--- config.mk ---
export PLATFORM = sky130hd
export DESIGN_NAME = spi_arbiter
export DESIGN_NICKNAME = d
export VERILOG_FILES = /design/src/rtl/spi_arbiter.sv
export SDC_FILE = /design/constraint.sdc
export NUM_CORES = 1
export LEC_CHECK = 0
export CAP_MARGIN = 20
export CORE_MARGIN = 5
export CORE_UTILIZATION = 40
export CTS_BUF_LIST = sky130_fd_sc_hd__clkbuf_4
export CTS_CLUSTER_DIAMETER = 80
export DETAILED_ROUTE_END_ITERATION = 16
export GPL_TIMING_DRIVEN = 0
export PLACE_DENSITY = 0.95
export SLEW_MARGIN = 20
export SYNTH_ARGS = -nofsm -noshare
export SYNTH_HDL_FRONTEND = slang
export SYNTH_SLANG_ARGS = --single-unit
--- constraint.sdc ---
create_clock -name clk -period 5 [get_ports clk]
set_clock_uncertainty 0.15 [all_clocks]
set_input_delay 1 -clock clk [delete_from_list [all_inputs] [get_ports clk]]
set_output_delay 1 -clock clk [all_outputs]
set_load 0.005 [all_outputs]
--- src/rtl/spi_arbiter.sv ---
// rtl/spi_arbiter.sv - round-robin arbiter sharing one SPI command channel and its TX/RX FIFOs
// Optional busy watchdog enabled by defining SPI_ARB_TIMEOUT_EN.
module spi_arbiter #(
  parameter int DATA    = 8,
  parameter int NREQ    = 2,
  parameter int LENW    = 16,
  parameter int TIMEOUT = 1000000
) (
  input  logic                 clk,
  input  logic                 rst,
  input  logic [NREQ-1:0]      req,
  input  logic [NREQ-1:0]      req_op,
  input  logic [NREQ*LENW-1:0] req_len,
  input  logic [NREQ-1:0]      req_go,
  input  logic [NREQ*DATA-1:0] req_wdata,
  input  logic [NREQ-1:0]      req_wr,
  input  logic [NREQ-1:0]      req_rd,
  output logic [NREQ-1:0]      gnt,
  output logic [NREQ-1:0]      done,
  output logic                 err,
  output logic [DATA-1:0]      rdata_out,
  output logic                 empty_out,
  output logic                 full_out,
  output logic [DATA-1:0]      wdata,
  output logic                 wr,
  input  logic                 full,
  output logic                 rd,
  input  logic [DATA-1:0]      rdata,
  input  logic                 empty,
  output logic [LENW-1:0]      len,
  output logic                 op,
  output logic                 work,
  input  logic                 busy
);

  localparam int IW = (NREQ > 1) ? $clog2(NREQ) : 1;

  typedef enum logic [2:0] {S_IDLE, S_LOAD, S_START, S_ARM, S_RUN, S_HOLD} state_t;

  state_t          state_q, state_d;
  logic [IW-1:0]   ptr_q, ptr_d, g_q, g_d;
  logic [NREQ-1:0] gnt_q, gnt_d, done_q, done_d;
  logic            err_q, err_d, wr_q, wr_d, rd_q, rd_d, work_q, work_d, op_q, op_d;
  logic [DATA-1:0] wdata_q, wdata_d;
  logic [LENW-1:0] len_q, len_d;
  logic [LENW-1:0] sel_len;
  logic            found;
  logic [IW-1:0]   win, cand;
`ifdef SPI_ARB_TIMEOUT_EN
  logic [31:0]     cnt_q, cnt_d;
`else
  logic            unused_timeout;
  assign unused_timeout = (TIMEOUT != 0);
`endif

  assign sel_len = req_len[int'(g_q)*LENW +: LENW];

  // Search begins just after the last served requester, so it ends up lowest priority.
  always_comb begin
    found = 1'b0;
    win   = ptr_q;
    cand  = '0;
    for (int k = 1; k <= NREQ; k++) begin
      cand = IW'((int'(ptr_q) + k) % NREQ);
      if (!found && req[cand]) begin
        found = 1'b1;
        win   = cand;
      end
    end
  end

  always_comb begin
    state_d = state_q;
    ptr_d   = ptr_q;
    g_d     = g_q;
    gnt_d   = gnt_q;
    done_d  = '0;
    err_d   = err_q;
    wr_d    = 1'b0;
    rd_d    = 1'b0;
    work_d  = 1'b0;
    op_d    = op_q;
    len_d   = len_q;
    wdata_d = wdata_q;
`ifdef SPI_ARB_TIMEOUT_EN
    cnt_d   = cnt_q;
`endif
    case (state_q)
      S_IDLE: begin
        if (found) begin
          g_d     = win;
          gnt_d   = NREQ'(1) << win;
          state_d = S_LOAD;
        end
      end
      S_LOAD: begin
        wr_d    = req_wr[g_q] & ~full;
        wdata_d = req_wdata[int'(g_q)*DATA +: DATA];
        rd_d    = req_rd[g_q] & ~empty;
        if (req_go[g_q]) begin
          len_d = sel_len;
          op_d  = req_op[g_q];
          if (sel_len == '0) begin
            err_d   = 1'b1;
            done_d  = gnt_q;
            state_d = S_HOLD;
          end else begin
            work_d  = 1'b1;
            state_d = S_START;
`ifdef SPI_ARB_TIMEOUT_EN
            cnt_d   = '0;
`endif
          end
        end else if (!req[g_q]) begin
          gnt_d   = '0;
          wr_d    = 1'b0;
          rd_d    = 1'b0;
          state_d = S_IDLE;
        end
      end
      S_START: begin
        state_d = S_ARM;
`ifdef SPI_ARB_TIMEOUT_EN
        cnt_d   = cnt_q + 32'd1;
`endif
      end
      S_ARM, S_RUN: begin
        if (state_q == S_ARM && busy) begin
          state_d = S_RUN;
        end
        if (state_q == S_RUN && !busy) begin
          err_d   = 1'b0;
          done_d  = gnt_q;
          state_d = S_HOLD;
        end
`ifdef SPI_ARB_TIMEOUT_EN
        cnt_d = cnt_q + 32'd1;
        // Watchdog: a stuck busy ends the transaction as an error.
        if (cnt_q + 32'd1 >= 32'(TIMEOUT)) begin
          err_d   = 1'b1;
          done_d  = gnt_q;
          state_d = S_HOLD;
        end
`endif
      end
      S_HOLD: begin
        if (!req[g_q]) begin
          gnt_d   = '0;
          err_d   = 1'b0;
          ptr_d   = g_q;
          state_d = S_IDLE;
        end else begin
          rd_d = req_rd[g_q] & ~empty;
        end
      end
      default: state_d = S_IDLE;
    endcase
  end

  always_ff @(posedge clk or negedge rst) begin
    if (!rst) begin
      state_q <= S_IDLE;
      ptr_q   <= '0;
      g_q     <= '0;
      gnt_q   <= '0;
      done_q  <= '0;
      err_q   <= 1'b0;
      wr_q    <= 1'b0;
      rd_q    <= 1'b0;
      work_q  <= 1'b0;
      op_q    <= 1'b0;
      len_q   <= '0;
      wdata_q <= '0;
`ifdef SPI_ARB_TIMEOUT_EN
      cnt_q   <= '0;
`endif
    end else begin
      state_q <= state_d;
      ptr_q   <= ptr_d;
      g_q     <= g_d;
      gnt_q   <= gnt_d;
      done_q  <= done_d;
      err_q   <= err_d;
      wr_q    <= wr_d;
      rd_q    <= rd_d;
      work_q  <= work_d;
      op_q    <= op_d;
      len_q   <= len_d;
      wdata_q <= wdata_d;
`ifdef SPI_ARB_TIMEOUT_EN
      cnt_q   <= cnt_d;
`endif
    end
  end

  assign gnt       = gnt_q;
  assign done      = done_q;
  assign err       = err_q;
  assign wr        = wr_q;
  assign rd        = rd_q;
  assign work      = work_q;
  assign op        = op_q;
  assign len       = len_q;
  assign wdata     = wdata_q;
  assign rdata_out = rdata;
  // With no grant the FIFOs look unusable to every requester.
  assign empty_out = (|gnt_q) ? empty : 1'b1;
  assign full_out  = (|gnt_q) ? full : 1'b1;

endmodule
==> results.toml <==
[die]
die-height_um = 80.7
num_io_pins = 114
start_util_pct = 41.8
die_area_mm2 = 0.00651
core_mm2 = 0.00479
rows = 25
die-width_um = 80.7

[logic_synthesis]
synth-seq-area-share_pct = 47.6
synth_top_cell_area_share_pct = 47.6
yosys.area.top_type = "dfrtp_1"
synth_cell_types = 37
ys_async_sr_fraction_pct = 100
ys.flop_type = "dfrtp_1"
synth_fp_nets = 274
yosys_register_bits = 38
syn_area_mm2 = 0.00200
postSynthCellCount = 203
synth_edf_count = 0
synth_area_leaders = "dfrtp_1 (48%), mux2i_1 (14%), nand2_1 (4.7%)"
synth.avg_cell_area_um2 = 9.85
ys_warn_count = 0

[clock_tree]
numCtsBuffers = 5
clockBufferDepth = 2
cts_setup_buffers = 0
worstSkewPairLatency_ps = 340
cts_hold_buf = 0
root_buffer = "clkbuf_4"
h-tree-depth = 2
cts_tree = "yes"
cts.sink_count = 38
cts_resized = 0
clkTransAtPathRegs_ps = 100

[run_status]
status = "complete, no violations"

[critical_path]
required_ps = 3850
crit_path_start_kind = "primary input"
crit_arrival_ps = 2110
crit_family = "buffers and inverters"
critPathMaxStageDelay_ps = 520
crit_type = "in2out"
cpMostUsedCell = "clkdlybuf4s50_1"
crit_buf_inv = 2
worstSetupStartpoint = "full"
crit_fanout = 2
cpMaxStageDelayCell = "clkdlybuf4s50_1"
r2r_start = "g_q$_DFFE_PN0P_"
crit_path_end_kind = "output port"
path_cells = "clkdlybuf4s50_1 > o21bai_1 > clkdlybuf4s50_1"

[layout]
drive_above_1_share_pct = 9.78
fillers = 373
fin_util_pct = 67.1
nets = 387
stdcell_count = 384
n_antenna_cell = 0
synthToLayoutAreaGrowth_pct = 60.6

[sta]
max_freq_mhz = 307
tightestPinTransition_ps = 732
rsz0062_at_grt = "false"
fin_crit_sh_pct = 65.2
period_needed_ps = 3260
relSlewSlack_pct = 51.2
hold_viol = 0
setup_viol = 0
slew_viol_final = 0
setup_tns_ps = 0

[placed_design]
place_congestion = 0.807
dpl.cell_count = 376
dp_hpwl_um = 4930
portBuffers = 105

[min_path]
hp-start = "len[3]$_DFFE_PN0P_"
min-delay-path-class = "reg2reg"

[grt]
gr-total-overflow = 0
track_usage_pct = 18.6
antenna_found_initial = 0
grt_max_degree = 22
grt_pass1_wl_um = 9270
grt_pass1_vias = 2053

[run]
maxCapViolCount = 0

[route]
first_pass_iters = 4
totalWireLength_um = 5990
drc_errors = 0
wire_per_inst_um = 15.6
drtIter0Drc = 60
vias_per_cell = 5.15
via_count = 1976
ant_nets = 0

[pwr]
vdd_drop_max_uv = 224
powerDensity_mw_per_mm2 = 462
power.leakage_nw = 1.36
## through the flow
stage / power (mW) / instance area, um2 / setup slack (ps) / hold slack, ps
after floorplan: 0.926 / 2000 / 2670 / 323
final: 1.48 / 3210 / 1740 / 348
after global routing: 1.59 / 3210 / 1690 / 382
after CTS: 1.50 / 3210 / 1730 / 353
after detailed placement: 1.34 / 3160 / 1740 / 327
after global placement: 1.30 / 3130 / 1750 / 312
## sequential cells by signal, indices dropped and copies added, names as in the netlist
register and flops:
g_q 1, rd 1, err 1, op 1, wdata 8, gnt 2
work 1, ptr_q 1, wr 1, len 16, done 2, state_q 3
## cell usage after synthesis (2+ instances only)
library cell / instances
a21o_1: 2
a21oi_1: 12
and2_1: 3
and4_1: 2
buf_2: 7
buf_4: 8
clkbuf_1: 5
dfrtp_1: 38
mux2_2: 2
mux2i_1: 28
nand2_1: 25
nand2b_1: 3
nand3_1: 2
nor2_1: 16
nor2b_1: 2
nor3_1: 2
nor4_1: 4
o21ai_0: 18
o21ai_1: 4
o21bai_1: 2
o2bb2ai_1: 2
## worst min-delay path: stages (launching register included)
cell and delay (ps):
dfrtp_1 360, nand2_1 50, o21ai_0 60
## final timing paths
check,slack (ps),end,depth (start not counted)
min in group asynchronous,430,len[10]$_DFFE_PN0P_,1
max in group asynchronous,3810,done[0]$_DFF_PN0_,2
hold reg to reg,350,len[3]$_DFFE_PN0P_,2
hold / removal,350,len[3]$_DFFE_PN0P_,2
setup reg to reg,3070,state_q[1]$_DFFE_PN0P_,5
setup / recovery,1740,full_out,3
## cell usage in the layout, fill, tap and decap left out, types with 2 or more instances in the layout
master,synthesis,layout
clkbuf_1,5,5
nand2_1,25,25
o21bai_1,2,2
o2bb2ai_1,2,2
mux2_2,2,2
nand3_1,2,2
nor3_1,2,2
buf_2,7,8
clkbuf_4,0,6
and4_1,2,2
o21ai_1,4,4
nor2b_1,2,2
o21ai_0,18,18
nor4_1,4,4
nor2_1,16,16
and2_1,3,3
a21oi_1,12,12
dfrtp_1,38,38
buf_4,8,8
clkdlybuf4s50_1,0,104
nand2b_1,3,3
a21o_1,2,2
mux2i_1,28,28
## per-layer routing
| metal | vias to the layer above | routed length, um | global-route usage [%] |
|---|---|---|---|
| met5 | - | 0 | 0 |
| met4 | 0 | 110 | 7.26 |
| met3 | 13 | 460 | 5.27 |
| met2 | 83 | 3090 | 33.4 |
| met1 | 941 | 2330 | 20.7 |
| li1 | 939 | - | - |
## power breakdown
group	total, mW	leakage (nW)	internal (mW)	switching [mW]
sequential	0.508	0.470	0.437	0.0713
combinational	0.817	0.857	0.449	0.369
clock	0.158	0.0331	0.0583	0.0996
total	1.48	1.36	0.944	0.539
## layout make-up
type	instances	area (um2)	share of cell area [%]
plain buffers	21	125	3.90
clock buffers	6	45.0	1.40
clock inverters	2	8.76	0.273
inverters	1	3.75	0.117
multi-input cells	143	920	28.6
flip-flops and latches	38	951	29.6
well taps	67	83.8	2.61
repair buffers	106	1070	33.4
## kinds of logic (layout without fill, tap and decap cells)
logic type / after synthesis / after routing / share of synthesized area, %
simple gates: 65 / 65 / 15.9
compound gates: 48 / 48 / 15.0
mux: 30 / 30 / 15.1
flops: 38 / 38 / 47.6
buf+inv: 22 / 136 / 6.45
Note: power is estimated with default switching activity, not from simulation.
